===== config.mk =====
export PLATFORM = sky130hd
export DESIGN_NAME = uart_cmd_rx
export DESIGN_NICKNAME = d
export VERILOG_FILES = /design/src/rtl/uart_cmd_rx.sv
export SDC_FILE = /design/constraint.sdc
export NUM_CORES = 1
export LEC_CHECK = 0
export CAP_MARGIN = 20
export CORE_ASPECT_RATIO = 0.9
export CORE_MARGIN = 4
export CORE_UTILIZATION = 50
export CTS_BUF_LIST = sky130_fd_sc_hd__clkbuf_16
export CTS_CLUSTER_DIAMETER = 40
export DETAILED_ROUTE_END_ITERATION = 10
export PLACE_DENSITY = 0.71
export SYNTH_ARGS = -nofsm -noshare
export SYNTH_HDL_FRONTEND = slang
export SYNTH_SLANG_ARGS = --single-unit

===== constraint.sdc =====
create_clock -name clk_24m -period 3.75 [get_ports clk_24m]
set_input_delay 0.375 -clock clk_24m [delete_from_list [all_inputs] [get_ports clk_24m]]
set_output_delay 0.375 -clock clk_24m [all_outputs]
set_load 0.05 [all_outputs]

===== src/rtl/uart_cmd_rx.sv =====
// rtl/uart_cmd_rx.sv - 8N1 UART receiver with fixed-format command frame parser
// Define UART_CMD_RX_CHK_EN to expect a CHK byte (CMD ^ ARG) between ARG and TAIL.
`timescale 1ns/1ps
module uart_cmd_rx #(
  parameter int CLK_FREQ  = 24_000_000,
  parameter int BAUD      = 115200,
  parameter int IDLE_BITS = 20
) (
  input  logic       clk_24m,
  input  logic       rst_n,
  input  logic       rx,
  output logic [7:0] byte_data,
  output logic       byte_valid,
  output logic [7:0] cmd,
  output logic [7:0] arg,
  output logic       cmd_valid,
  output logic [3:0] mode,
  output logic       frame_err
);

  localparam int BIT_CNT  = CLK_FREQ / BAUD;
  localparam int HALF_CNT = BIT_CNT / 2;
  localparam int TO_CNT   = IDLE_BITS * BIT_CNT;
  localparam int CW       = $clog2(BIT_CNT + 1);
  localparam int TW       = $clog2(TO_CNT + 1);

  localparam logic [CW-1:0] BIT_END  = CW'(BIT_CNT);
  localparam logic [CW-1:0] HALF_END = CW'(HALF_CNT);
  localparam logic [CW-1:0] CNT_ONE  = CW'(1);
  localparam logic [TW-1:0] TO_END   = TW'(TO_CNT - 1);
  localparam logic [TW-1:0] TO_ONE   = TW'(1);

  localparam logic [7:0] HDR_BYTE  = 8'hA5;
  localparam logic [7:0] TAIL_BYTE = 8'h0A;
  localparam logic [7:0] MODE_CMD  = 8'h01;

  typedef enum logic [1:0] {RX_IDLE, RX_START, RX_DATA, RX_STOP} rx_state_t;
  typedef enum logic [2:0] {P_HDR, P_CMD, P_ARG, P_CHK, P_TAIL} p_state_t;

  rx_state_t      rx_state, rx_next;
  p_state_t       p_state, p_next;

  logic           rx_s1, rx_s2, rx_prev;
  logic [CW-1:0]  cnt;
  logic [2:0]     bit_idx;
  logic [7:0]     shreg;
  logic           rx_fall, tick_half, tick_bit;
  logic           stop_ok, stop_bad;

  logic [7:0]     cmd_tmp, arg_tmp;
  logic [TW-1:0]  to_cnt;
  logic           timeout, accept, fail, latch_cmd, latch_arg;

  assign rx_fall   = rx_prev & ~rx_s2;
  assign tick_half = (cnt == HALF_END);
  assign tick_bit  = (cnt == BIT_END);

  // Synchroniser flops idle high so reset never looks like a start edge.
  always_ff @(posedge clk_24m or negedge rst_n) begin
    if (!rst_n) begin
      rx_s1   <= 1'b1;
      rx_s2   <= 1'b1;
      rx_prev <= 1'b1;
    end else begin
      rx_s1   <= rx;
      rx_s2   <= rx_s1;
      rx_prev <= rx_s2;
    end
  end

  always_ff @(posedge clk_24m or negedge rst_n) begin
    if (!rst_n) rx_state <= RX_IDLE;
    else        rx_state <= rx_next;
  end

  always_comb begin
    rx_next  = rx_state;
    stop_ok  = 1'b0;
    stop_bad = 1'b0;
    case (rx_state)
      RX_IDLE:  if (rx_fall) rx_next = RX_START;
      RX_START: if (tick_half) rx_next = rx_s2 ? RX_IDLE : RX_DATA;
      RX_DATA:  if (tick_bit && bit_idx == 3'd7) rx_next = RX_STOP;
      RX_STOP: begin
        if (tick_bit) begin
          rx_next  = RX_IDLE;
          stop_ok  = rx_s2;
          stop_bad = ~rx_s2;
        end
      end
      default:  rx_next = RX_IDLE;
    endcase
  end

  // cnt sits at 1 in IDLE so the cycle after the start edge is count 1.
  always_ff @(posedge clk_24m or negedge rst_n) begin
    if (!rst_n) begin
      cnt        <= CNT_ONE;
      bit_idx    <= 3'd0;
      shreg      <= 8'h00;
      byte_data  <= 8'h00;
      byte_valid <= 1'b0;
    end else begin
      byte_valid <= stop_ok;
      if (stop_ok) byte_data <= shreg;
      case (rx_state)
        RX_IDLE: begin
          cnt     <= CNT_ONE;
          bit_idx <= 3'd0;
        end
        RX_START: begin
          bit_idx <= 3'd0;
          cnt     <= tick_half ? CNT_ONE : cnt + CNT_ONE;
        end
        RX_DATA: begin
          if (tick_bit) begin
            cnt     <= CNT_ONE;
            bit_idx <= bit_idx + 3'd1;
            shreg   <= {rx_s2, shreg[7:1]};
          end else begin
            cnt <= cnt + CNT_ONE;
          end
        end
        default: cnt <= tick_bit ? CNT_ONE : cnt + CNT_ONE;
      endcase
    end
  end

  always_ff @(posedge clk_24m or negedge rst_n) begin
    if (!rst_n) p_state <= P_HDR;
    else        p_state <= p_next;
  end

  // A line error or inter-byte timeout abandons the frame before any byte is parsed.
  always_comb begin
    p_next    = p_state;
    accept    = 1'b0;
    fail      = 1'b0;
    latch_cmd = 1'b0;
    latch_arg = 1'b0;
    timeout   = (p_state != P_HDR) && !byte_valid && (to_cnt == TO_END);
    if (stop_bad || timeout) begin
      p_next = P_HDR;
    end else if (byte_valid) begin
      case (p_state)
        P_HDR: if (byte_data == HDR_BYTE) p_next = P_CMD;
        P_CMD: begin
          latch_cmd = 1'b1;
          p_next    = P_ARG;
        end
        P_ARG: begin
          latch_arg = 1'b1;
`ifdef UART_CMD_RX_CHK_EN
          p_next    = P_CHK;
`else
          p_next    = P_TAIL;
`endif
        end
`ifdef UART_CMD_RX_CHK_EN
        P_CHK: begin
          if (byte_data == (cmd_tmp ^ arg_tmp)) begin
            p_next = P_TAIL;
          end else begin
            fail   = 1'b1;
            p_next = P_HDR;
          end
        end
`endif
        P_TAIL: begin
          p_next = P_HDR;
          if (byte_data == TAIL_BYTE) accept = 1'b1;
          else                        fail   = 1'b1;
        end
        default: p_next = P_HDR;
      endcase
    end
  end

  always_ff @(posedge clk_24m or negedge rst_n) begin
    if (!rst_n) begin
      cmd_tmp   <= 8'h00;
      arg_tmp   <= 8'h00;
      to_cnt    <= '0;
      cmd       <= 8'h00;
      arg       <= 8'h00;
      cmd_valid <= 1'b0;
      mode      <= 4'd0;
      frame_err <= 1'b0;
    end else begin
      if (latch_cmd) cmd_tmp <= byte_data;
      if (latch_arg) arg_tmp <= byte_data;

      if (byte_valid)          to_cnt <= TO_ONE;
      else if (p_next == P_HDR) to_cnt <= '0;
      else                     to_cnt <= to_cnt + TO_ONE;

      cmd_valid <= accept;
      frame_err <= stop_bad | timeout | fail;
      if (accept) begin
        cmd <= cmd_tmp;
        arg <= arg_tmp;
        if (cmd_tmp == MODE_CMD) mode <= arg_tmp[3:0];
      end
    end
  end

endmodule

### Yosys cells after proc, flatten, opt, wreduce, memory -nomap -nowiden

Cells that the tools add are included.

| operators by class | value |
|---|---|
| bitwise operators | 4 |
| muxes and demuxes | 35 |
| eq/ne operators | 18 |
| add/subtract/negate cells | 3 |
| reductions and logical operators | 15 |

Operators with widths:

| cell | number |
|---|---|
| $mux 13 | 2 |
| $mux 1 | 18 |
| $eq 8x8->1 const B | 2 |
| $mux 8 | 2 |
| $pmux 8 s2 | 1 |
| $add 13x1->13 const B | 1 |
| $eq 13x13->1 const B | 1 |
| $mux 3 | 4 |
| $mux 2 | 5 |
| $ne 2x2->1 const B | 5 |
| $pmux 3 s3 | 1 |
| $add 8x1->8 const B | 1 |
| $eq 8x1->1 const B | 1 |
| $eq 8x4->1 const B | 1 |
| $eq 8x7->1 const B | 1 |
| $pmux 2 s4 | 1 |
| $eq 3x3->1 const B | 2 |
| $logic_not 3->1 | 2 |
| $pmux 3 s2 | 1 |
| $reduce_and 2->1 | 3 |
| $eq 2x2->1 const B | 2 |
| $reduce_and 4->1 | 1 |
| $add 3x1->3 const B | 1 |
| $eq 3x1->1 const B | 1 |
| other kinds (12) | 15 |

| word-level totals | value |
|---|---|
| register bits after elaboration | 87 |
| input bits | 3 |
| logic and storage cells | 93 |
| output and inout port bits | 31 |

### Logic depth before layout (Yosys ltp)

Gate-level depths: netlist of run 1.

| logic depth | value |
|---|---|
| depth after elaboration | 8 |
| gate-level depth with buffers | 8 |
| gate-level depth less buffers | 6 |

### Worst setup path after synthesis of run 1

OpenSTA, ideal clock, no wires.

| path | value |
|---|---|
| path kind | register -> register |
| start | reg byte_data[0] |
| end | reg arg[6] |
| period minus slack after synthesis | 2.062 ns |
| data arrival time | 1.937 ns |
| slack | 1.688 ns |
| setup time | 0.125 ns |
| buffers on the path | 1 |
| stages on the path, launching flop included | 6 |
| required time | 3.625 ns |
| path through | dfrtp_1 > nor4_1 > nand4_1 > nor2_4 > buf_4 > mux2_2 |

| on the way | value |
|---|---|
| longest elaborated chain between the ends | 5 |

RTL lines:

| element | line | text |
|---|---|---|
| from (decl) | 12 | `output logic [7:0] byte_data,` |
| from (signal assigned) | 105 | `if (stop_ok) byte_data <= shreg;` |
| $eq 8x4->1 | 171 | `if (byte_data == TAIL_BYTE) accept = 1'b1;` |
| $mux 1 | 171 |  |
| $mux 1 | 145 | `case (p_state)` |
| $mux 1 | 144 | `end else if (byte_valid) begin` |
| $mux 1 | 142 | `if (stop_bad \|\| timeout) begin` |
| to (signal assigned) | 201 | `arg <= arg_tmp;` |
| to (decl) | 15 | `output logic [7:0] arg,` |

Every way passes these cells.
A chain may end at the register's enable or synchronous reset.

### Worst setup path in the final report of run 1

| path | value |
|---|---|
| start | reg cnt[0] |
| end | reg arg[2] |

| on the way | value |
|---|---|
| longest elaborated chain between the ends | 5 |

RTL lines:

| element | line | text |
|---|---|---|
| from (decl) | 44 | `logic [CW-1:0] cnt;` |
| from (signal assigned) | 113 | `cnt <= tick_half ? CNT_ONE : cnt + CNT_ONE;` |
| from (signal assigned) | 121 | `cnt <= cnt + CNT_ONE;` |
| from (signal assigned) | 124 | `default: cnt <= tick_bit ? CNT_ONE : cnt + CNT_ONE;` |
| $eq 8x8->1 | 56 | `assign tick_bit = (cnt == BIT_END);` |
| $mux 1 | 85 | `if (tick_bit) begin` |
| $mux 1 | 80 | `case (rx_state)` |
| $logic_or 1x1->1 | 142 |  |
| $mux 1 | 142 |  |

Every way passes these cells.

==> key figures, run 1 <==
Global routing
  – Total GRT Usage: 0.157
  – Gr ovfl total: 0
  – First-pass GRT wire length: roughly 11,000 um
  – Initial antenna violation count: 0
  – Vias in the first global route: 2,218
  – Largest net degree at the start of global routing: 72

Clocking
  – CTS tree: built
  – CTS max path bufs: 2
  – CTS hold repair buffers: 0
  – H-tree Lvls: 3
  – Sink Count: 87
  – Post-CTS setup buffer count: 0
  – Cts repair resizes: 0
  – Clock Latency Late Sink: 0.33 ns
  – CTS clk-pin slew, worst paths: 0.06 ns
  – Root buf cell: clkbuf_16
  – Clock buffer count from CTS: 9

Logic synthesis
  – Synth Area per Inst: 13.4 sq um
  – YS warnings: 0
  – Number of distinct library cells after synthesis: 43
  – Syn Nets: 292
  – Post-Synthesis Cells: ~280
  – Seq/Total Area, Yosys: 0.573
  – Netlist Area Pre-Place: 3810 sq um
  – Synth Register Bits: between 80 and 90

Power and ir drop
  – Power Density: 411 nW/um^2
  – Clk pwr share: 0.462
  – Combinational power share: 0.021
  – Switching portion of total power: 0.205
  – Switching pwr: 380 uW
  – Total power: about 1.8 mW
  – VDD IR-drop max: roughly 0.0003 V
  – Internal power: 1.47 mW
  – Sequential power share: 0.517
  – Static leakage: between 2 and 2.5 nW

Critical path
  – RR Startpoint: cnt[0]
  – Worst-path cell chain: inv_1 > ha_1 > and3b_1 > and4_1 > nor2_4 > mux2_2
  – Crit path largest cell delay: 0.56 ns
  – Worst Setup SP: cnt[0]
  – CP Class: flop to flop
  – CP required: 3.96 ns
  – Startpoint Class: flop
  – Slowest-stage cell, CP: dfstp_2
  – Critical Path Fanout Max: 16
  – Worst EP arrival: roughly 2.4 ns
  – CP Capture Type: flop

Timing
  – Worst hold slack: 0.150 ns
  – Rel. slew slack: 0.416
  – RSZ-0062 raised after global routing: no
  – Measured slew at the worst slew-check pin: ~0.9 ns
  – TNS Setup: 0 ns
  – Final period utilization: 0.591
  – Min Tclk post-route: around 2.2 ns
  – Clk_skew: 0.00753 ns
  – Fin. Hold Viols: 0
  – F_max: 0.451 GHz
  – Final Setup Violations: 0
  – Pins over their slew limit: 0
  – PnR worst setup slack: 1.53 ns

Place
  – Placer Congestion: 0.786
  – Port Buffers: 33
  – Post-DP HPWL: 4590 um
  – DP Area: ~4200 sq um
  – Setup WS pre-CTS: between 1.5 and 2 ns

Cells and area
  – Nets: 330
  – P&R area growth vs syn: 18.2%
  – Most frequent cells in the layout: 83 x dfrtp_1, 36 x mux2_2, 32 x clkdlybuf4s50_1
  – Post-route cell area: 4500 sq um
  – Share of cells above drive strength 1: 0.264
  – Diodes inserted: 0
  – Commonest non-fill, non-tap cell in the layout: dfrtp_1

Route
  – WL final: 6730 um
  – 1st-pass router iterations: 4
  – Routed Antenna Nets: 0
  – DR iter-0 viols: 74
  – # DRC: 0
  – Routed vias: 2,259
  – Vias/cell: 5.39
  – DR WL/cell: 16.1 um

Floorplanning
  – Placeable Area: 7220 sq um
  – Die height: around 91 um
  – Row cnt: 29
  – Die width: 100 um
  – # IOs: 34
  – Initial core utilization: 0.527
  – Die area: 9080 sq um

Outcome
  – Status: complete, no violations

Job
  – Max Cap Violations: 0

Hold path
  – Hold Crit Class: input port to async pin
[sequential cells by signal, summed over array words and instances, names as in the netlist, named ones only]
name        cells
arg             8
rx_s2           1
bit_idx         3
frame_err       1
to_cnt         13
arg_tmp         8
rx_s1           1
cmd_tmp         8
rx_prev         1
mode            4
cmd_valid       1
p_state         3
byte_valid      1
cnt             8
shreg           8
byte_data       8
rx_state        1
cmd             8
[routing by layer]
| metal | wire length (um) | up-vias | track usage |
|---|---|---|---|
| met5 | 0 | - | 0 |
| met2 | 3100 | 30 | 0.239 |
| met3 | 194 | 5 | 0.0394 |
| met4 | 57 | 0 | 0.0404 |
| li1 | - | 1091 | - |
| met1 | 3380 | 1133 | 0.226 |
[per-stage QoR]
| stage | instances | util |
|---|---|---|
| CTS | 419 | 0.623 |
| floorplan | 284 | - |
| global route | 419 | 0.623 |
| finish | 419 | 0.623 |
| global placement | 404 | 0.583 |
| detailed placement | 404 | 0.583 |
[power by group through the flow]
stage	clock network, mW	registers (mW)	logic (mW)
finish	0.855	0.956	0.0383
global route	0.916	0.956	0.0448
CTS	0.877	0.955	0.0405
detailed placement	0	0.973	0.0403
global placement	0	0.972	0.0393
floorplan	0	0.969	0.0180
[cell type report]
cell class / count / area [sq um]
timing repair buffer: 34 / 335
multi-input combinational: 179 / 1540
sequential: 87 / 2180
clock buffer: 9 / 225
fill: 573 / 2720
clock inverter: 6 / 61.3
inverter: 11 / 41.3
tap: 93 / 116
[cell usage after synthesis]
cell | number | area, sq um
dfrtp_1 | 83 | 2080
mux2_2 | 36 | 405
nor2_1 | 18 | 67.6
nor3_1 | 18 | 90.1
mux2_4 | 16 | 240
inv_1 | 11 | 41.3
xnor2_1 | 11 | 96.3
nand3_1 | 10 | 50.1
nand4_1 | 7 | 43.8
xor2_1 | 7 | 61.3
nand2_1 | 6 | 22.5
nor4_1 | 6 | 37.5
ha_1 | 5 | 62.6
a21oi_1 | 4 | 20.0
dfstp_2 | 4 | 105
and3_1 | 3 | 18.8
clkbuf_1 | 3 | 11.3
or2_2 | 3 | 18.8
and4bb_2 | 2 | 25.0
buf_6 | 2 | 22.5
mux2i_1 | 2 | 20.0
nand2_4 | 2 | 22.5
nor2b_1 | 2 | 12.5
nor3_2 | 2 | 20.0
nor3b_1 | 2 | 15.0
nor4b_1 | 2 | 17.5
a21o_1 | 1 | 7.51
a22oi_1 | 1 | 7.51
a31oi_2 | 1 | 12.5
and2_1 | 1 | 6.26
and3b_1 | 1 | 8.76
and4_1 | 1 | 8.76
and4b_1 | 1 | 10.0
buf_2 | 1 | 5.00
buf_4 | 1 | 7.51
mux2_1 | 1 | 11.3
nand4b_1 | 1 | 8.76
nand4bb_4 | 1 | 27.5
nor2_4 | 1 | 11.3
o21a_1 | 1 | 7.51
o31ai_1 | 1 | 7.51
o31ai_4 | 1 | 21.3
or4b_4 | 1 | 13.8
[worst max-delay path: cells and delay by family, from the launching register on]
| family | cells | cell delay, ns |
|---|---|---|
| flops | 1 | 0.56 |
| buf+inv | 1 | 0.06 |
| simple gates | 3 | 0.88 |
| mux | 1 | 0.40 |
| fa+ha+maj | 1 | 0.20 |
[path summary, 6_finish.rpt]
| kind | end | slack (ns) | depth (start not counted) |
|---|---|---|---|
| max in group asynchronous | bit_idx[0] | 2.81 | 2 |
| min in group clk_24m | rx_s2 | 0.36 | 0 |
| worst min register to register | rx_s2 | 0.36 | 0 |
| worst min-delay path | cnt[1] | 0.15 | 1 |
| worst max register to register | arg[2] | 1.53 | 6 |
| worst max-delay path | arg[2] | 1.53 | 6 |
[cell families (layout without fill, tap and decap cells)]
family                     after synthesis  in the layout  synth area share
DFF                                     87             87             0.573
buffers and inverters                   18             60            0.0230
xor gates and xnor gates                18             18            0.0414
and+or+nand+nor                         91             91             0.146
AOI/OAI and AO/OA                       10             10            0.0220
adders and majority gates                5              5            0.0164
muxes                                   55             55             0.178
Power figures use the tool's default switching activity.
==> run 2: changes to the inputs <==
==> constraint.sdc (replaced) <==
create_clock -name clk_24m -period 2.26 [get_ports clk_24m]
set_input_delay 0.226 -clock clk_24m [delete_from_list [all_inputs] [get_ports clk_24m]]
set_output_delay 0.226 -clock clk_24m [all_outputs]
set_load 0.05 [all_outputs]
==> key figures, run 2 (synthesis results as in run 1) <==
Cells and area
  – Largest register by flop count: to_cnt
  – Fill cells: 547 (-4.5%)
  – Most frequent cells in the layout: 83 x dfrtp_1, 36 x mux2_2, 32 x clkdlybuf4s50_1
  – Max reg flops: 13 (unchanged)
  – Diodes inserted: 0 (unchanged)
  – Commonest non-fill, non-tap cell in the layout: dfrtp_1
  – Share of cells above drive strength 1: 0.300 (+0.0365)
  – Nets: 346 (+4.8%)
  – P&R area growth vs syn: 21.9%

Power and ir drop
  – Internal power: 2.35 mW (+60%)
  – Switching portion of total power: 0.223 (+0.0178)
  – Switching pwr: 677 uW (+78%)
  – Combinational power share: 0.023 (+0.002)
  – Static leakage: 2.16 nW (+4.3%)
  – VDD IR-drop max: 0.000469 V (+55%)
  – Sequential power share: 0.523 (+0.006)
  – Clk pwr share: 0.454 (-0.008)
  – Power Density: 653 nW/um^2 (+59%)

Route
  – 1st-pass router iterations: 4 (unchanged)
  – DR iter-0 viols: 55 (-26%)
  – Routed vias: 2,310 (+2.3%)
  – WL final: 6850 um (+1.8%)
  – Vias/cell: 5.30 (-1.7%)
  – DR WL/cell: 15.7 um (-2.2%)
  – Routed Antenna Nets: 0 (unchanged)
  – # DRC: 0 (unchanged)

Hold path
  – Hold Crit Class: input port to flop
  – Hold Crit Depth: 1
  – Sink of the worst hold path: rx_s1
  – Hold_sp: rx

Floorplanning
  – Die area: 9080 sq um (unchanged)
  – Initial core utilization: 0.527 (unchanged)
  – Row cnt: 29 (unchanged)
  – Die width: 100 um (unchanged)
  – Placeable Area: 7220 sq um (unchanged)
  – Die height: 90.8 um (unchanged)
  – # IOs: 34 (unchanged)

Critical path
  – Worst r2r dst: mode[3]
  – CP Class: flop to flop
  – Worst EP arrival: 2.31 ns (-0.12 ns)
  – CP Capture Type: flop
  – Reg2reg setup slack: 0.17 ns (-1.36 ns)
  – Critical Path Fanout Max: 5 (-11)
  – Startpoint Class: flop
  – Reg2reg path depth: 6 (unchanged)
  – CP required: 2.48 ns (-1.48 ns)
  – RR Startpoint: cnt[0]

Clocking
  – CTS tree: built
  – Clock buffer count from CTS: 9 (unchanged)
  – Clock Latency Late Sink: 0.34 ns (about the same)
  – CTS clk-pin slew, worst paths: 0.06 ns (about the same)
  – H-tree Lvls: 3 (unchanged)
  – Sink Count: 87 (unchanged)
  – Root buf cell: clkbuf_16
  – CTS max path bufs: 2 (unchanged)
  – Post-CTS setup buffer count: 0 (unchanged)

Global routing
  – Largest net degree at the start of global routing: 42 (-42%)
  – Gr ovfl total: 0 (unchanged)
  – First-pass GRT wire length: 11,800 um (+2.8%)
  – Initial antenna violation count: 0 (unchanged)
  – Total GRT Usage: 0.163 (+0.00599)
  – Vias in the first global route: 2,304 (+3.9%)

Timing
  – Clk_skew: 0.00690 ns (-0.000630 ns)
  – RSZ-0062 raised after global routing: no
  – Min Tclk post-route: 2.09 ns (-0.131 ns)
  – Fin. Hold Viols: 0 (unchanged)
  – Pins over their slew limit: 0 (unchanged)
  – F_max: 0.479 GHz (+6.3%)
  – Final Setup Violations: 0 (unchanged)
  – PnR worst setup slack: 0.173 ns (-1.36 ns)
  – TNS Setup: 0 ns (unchanged)
  – Measured slew at the worst slew-check pin: 0.517 ns (-0.359 ns)
  – Rel. slew slack: 0.654 (+0.238)
  – Final period utilization: 0.923 (+0.332)

Place
  – Post-DP HPWL: 4820 um (+5.0%)
  – Port Buffers: 33 (unchanged)
  – Placer Congestion: 0.803 (+2.2%)
  – Setup WS pre-CTS: 0.155 ns (-1.38 ns)

Job
  – Max Cap Violations: 0 (unchanged)

Outcome
  – Status: complete, no violations
run 2: cell types whose count changed in the layout (fill, tap and decap cells not counted), sizes merged:
cell	delta
buf	+15
inv	+3
bufinv	-1
clkinv	-1
dlygate4sd3	+1
run 2: routing by layer:
| layer | GRT usage | vias to the layer above | routed length, um |
|---|---|---|---|
| met4 | 0.0404 | 0 | 75 |
| li1 | - | 1121 | - |
| met5 | 0 | - | 0 |
| met1 | 0.232 | 1145 | 3310 |
| met2 | 0.247 | 35 | 3200 |
| met3 | 0.0494 | 9 | 260 |
run 2: through the flow:
stage	hold slack [ns]	total power [mW]	utilization	std cells	area, sq um
detailed placement	0.233	1.69	0.602	419	4350
global route	0.296	3.15	0.643	436	4640
CTS	0.284	3.07	0.643	436	4640
finish	0.295	3.03	0.643	436	4640
floorplan	-0.0696	1.64	-	284	3810
global placement	0.236	1.68	0.602	419	4350
run 2: area by class of cell:
class,count,area [sq um],share of cell area
Inverter,11,41.3,0.00890
Multi-Input combinational cell,179,1540,0.331
Tap cell,93,116,0.0251
Timing Repair Buffer,50,483,0.104
Clock buffer,9,225,0.0485
Clock inverter,7,53.8,0.0116
Sequential cell,87,2180,0.470
run 2: worst max path at each step:
stage / endpoint / slack, ns / start
floorplan: arg[6] / 0.20 / byte_data[0]
global placement: mode[0] / 0.21 / cnt[0]
detailed placement: mode[2] / 0.16 / cnt[0]
CTS: mode[3] / 0.15 / cnt[0]
global route: mode[2] / 0.06 / cnt[0]
finish: mode[3] / 0.17 / cnt[0]
run 2: timing repair:
item / CTS / global route
hold endpoints to repair: 35 / 0
gates resized for setup: 0 / 0
hold buffers: 1 / 0
run 2: power by group through the flow:
| stage | Clock [mW] | Combinational [mW] | Sequential, mW |
|---|---|---|---|
| final | 1.37 | 0.0712 | 1.58 |
| after global routing | 1.47 | 0.0853 | 1.59 |
| after CTS | 1.42 | 0.0746 | 1.58 |
| after detailed placement | 0 | 0.0727 | 1.61 |
| after global placement | 0 | 0.0722 | 1.61 |
| after floorplan | 0 | 0.0298 | 1.61 |
run 2: critical path, cell delays in order, from the launching register on:
cell	delay, ns
dfstp_2	0.56
inv_1	0.06
ha_1	0.20
and3b_1	0.21
and4_1	0.23
nor3_2	0.33
mux2_2	0.38
==> run 3: changes to the inputs <==
--- a/config.mk
+++ b/config.mk
@@ -13,6 +13,7 @@
 export CTS_CLUSTER_DIAMETER = 40
 export DETAILED_ROUTE_END_ITERATION = 10
 export PLACE_DENSITY = 0.71
+export SETUP_SLACK_MARGIN = 0.1
 export SYNTH_ARGS = -nofsm -noshare
 export SYNTH_HDL_FRONTEND = slang
 export SYNTH_SLANG_ARGS = --single-unit
==> constraint.sdc (replaced) <==
create_clock -name clk_24m -period 2.26 [get_ports clk_24m]
set_input_delay 0.339 -clock clk_24m [delete_from_list [all_inputs] [get_ports clk_24m]]
set_output_delay 0.339 -clock clk_24m [all_outputs]
set_load 0.05 [all_outputs]
==> key figures, run 3 (synthesis results as in run 1) <==
Outcome
  – Status: complete, no violations

Clocking
  – CTS clk-pin slew, worst paths: 0.06 ns (about the same)
  – CTS hold repair buffers: 0 (-1)
  – Root buf cell: clkbuf_16
  – Clock Latency Late Sink: 0.34 ns (about the same)
  – CTS max path bufs: 2 (unchanged)
  – H-tree Lvls: 3 (unchanged)
  – CTS tree: built
  – Clock buffer count from CTS: 9 (unchanged)
  – Sink Count: 87 (unchanged)

Critical path
  – CP Capture Type: flop
  – RR Startpoint: cnt[0]
  – Critical Path Fanout Max: 16 (+11)
  – Crit path largest cell delay: 0.56 ns (about the same)
  – Slowest-stage cell, CP: dfstp_2
  – CP required: 2.47 ns (about the same)
  – Reg2reg path depth: 7 (+1)
  – Worst Setup SP: cnt[0]
  – Startpoint Class: flop
  – CP Class: flop to flop
  – Worst EP arrival: 2.26 ns (-0.05 ns)
  – Worst-path cell chain: inv_1 > ha_1 > and3b_1 > and4_1 > nor2_4 > buf_12 > mux2_2

Cells and area
  – Post-route cell area: 4610 sq um (-0.62%)
  – Max reg flops: 13 (unchanged)
  – Nets: 341 (-1.4%)
  – Multi-input logic area: 1550 sq um (+0.98%)
  – Storage element area: 2180 sq um (unchanged)
  – P&R area growth vs syn: 21.1%
  – Core Util, Final: 0.639 (-0.00398)
  – Fill cells: 556 (+1.6%)
  – Share of cells above drive strength 1: 0.291 (-0.00949)
  – Largest register by flop count: to_cnt
  – Diodes inserted: 0 (unchanged)
  – Most frequent cells in the layout: 83 x dfrtp_1, 36 x mux2_2, 32 x clkdlybuf4s50_1
  – Commonest non-fill, non-tap cell in the layout: dfrtp_1
  – Non-filler cells, final: 430 (-1.4%)

Floorplanning
  – # IOs: 34 (unchanged)
  – Initial core utilization: 0.527 (unchanged)
  – Die width: 100 um (unchanged)
  – Row cnt: 29 (unchanged)
  – Die area: 9080 sq um (unchanged)
  – Placeable Area: 7220 sq um (unchanged)
  – Die height: 90.8 um (unchanged)

Power and ir drop
  – VDD IR-drop max: 0.000519 V (+11%)
  – Static leakage: 2.14 nW (-0.97%)
  – Power Density: 668 nW/um^2 (+2.2%)

Timing
  – Final Setup Violations: 0 (unchanged)
  – Measured slew at the worst slew-check pin: 0.841 ns (+0.323 ns)
  – Min Tclk post-route: 2.05 ns (-0.0370 ns)
  – RSZ-0062 raised after global routing: yes
  – Clk_skew: 0.0128 ns (+0.00587 ns)
  – Rel. slew slack: 0.440 (-0.214)
  – Pins over their slew limit: 0 (unchanged)
  – Fin. Hold Viols: 0 (unchanged)
  – F_max: 0.488 GHz (+1.8%)
  – TNS Setup: 0 ns (unchanged)
  – Final period utilization: 0.907 (-0.0164)

Place
  – DP Area: 4300 sq um (-1.2%)
  – Placer Congestion: 0.769 (-4.3%)
  – Post-DP HPWL: 4770 um (-0.92%)
  – Port Buffers: 33 (unchanged)
  – Dpl cells: 414 (-1.2%)

Global routing
  – Gr ovfl total: 0 (unchanged)
  – M3 GR Usage: 0.0479 (-0.00154)
  – First-pass GRT wire length: 12,200 um (+3.4%)
  – GR met1 Demand/Resource: 0.227 (-0.00433)
  – Total GRT Usage: 0.170 (+0.00632)
  – Largest net degree at the start of global routing: 69 (+64%)
  – Met2 Track Usage GR: 0.266 (+0.0189)
  – Initial antenna violation count: 0 (unchanged)
  – Vias in the first global route: 2,397 (+4.0%)
  – GRT busiest layer: met2

Route
  – DR WL/cell: 16.4 um (+4.3%)
  – DR iter-0 viols: 70 (+27%)
  – WL final: 7050 um (+2.9%)
  – Routed vias: 2,346 (+1.6%)
  – Vias/cell: 5.46 (+3.0%)
  – Routed Antenna Nets: 0 (unchanged)
  – 1st-pass router iterations: 4 (unchanged)
  – # DRC: 0 (unchanged)

Hold path
  – Hold Crit Class: input port to async pin

Job
  – Max Cap Violations: 0 (unchanged)
==> run 3: critical path: cells and delay by family, from the launching register on <==
family,cells,cell delay [ns]
adder cells (fa/ha/maj),1,0.20
buffers and inverters,2,0.22
multiplexers,1,0.34
AND/OR/NAND/NOR,3,0.59
flip-flops,1,0.56
==> run 3: path summary, 6_finish.rpt <==
kind                           endpoint  slack, ns
max                              cmd[1]       0.21
min                              cnt[2]       0.11
max reg2reg                      cmd[1]       0.21
min reg2reg                       rx_s2       0.36
max in group asynchronous  byte_data[4]       1.47
min in group clk_24m              rx_s2       0.36
==> run 3: layout make-up <==
class	count	share of cell area
repair buffers	45	0.0934
multi-input cells	179	0.337
flip-flops and latches	87	0.473
clock buffers	9	0.0488
clock inverters	6	0.0136
well taps	93	0.0252
inverters	11	0.00896
==> run 3: through the flow <==
step	power, mW	worst slack, ns	hold slack (ns)
floorplan	1.64	0.198	0.0434
global placement	1.68	0.201	0.350
detailed placement	1.68	0.157	0.349
CTS	3.12	0.151	0.136
global route	3.19	0.0949	0.176
finish	3.08	0.210	0.113
==> run 3: routing by layer <==
metal  wire (um)  part of all wire
met5           0                 0
met4          92             0.013
met3         252             0.036
met2        3420              0.49
met1        3280              0.47
==> run 3: where the power goes <==
group / internal, mW / total (mW) / switching (mW)
clock network: 0.847 / 1.43 / 0.579
logic: 0.0205 / 0.0659 / 0.0454
registers: 1.57 / 1.59 / 0.0152
total: 2.44 / 3.08 / 0.639
==> run 3: timing repair <==
item	in CTS	in global routing
gates resized for setup	0	2
setup endpoints to repair	0	5
buffers inserted	0	1
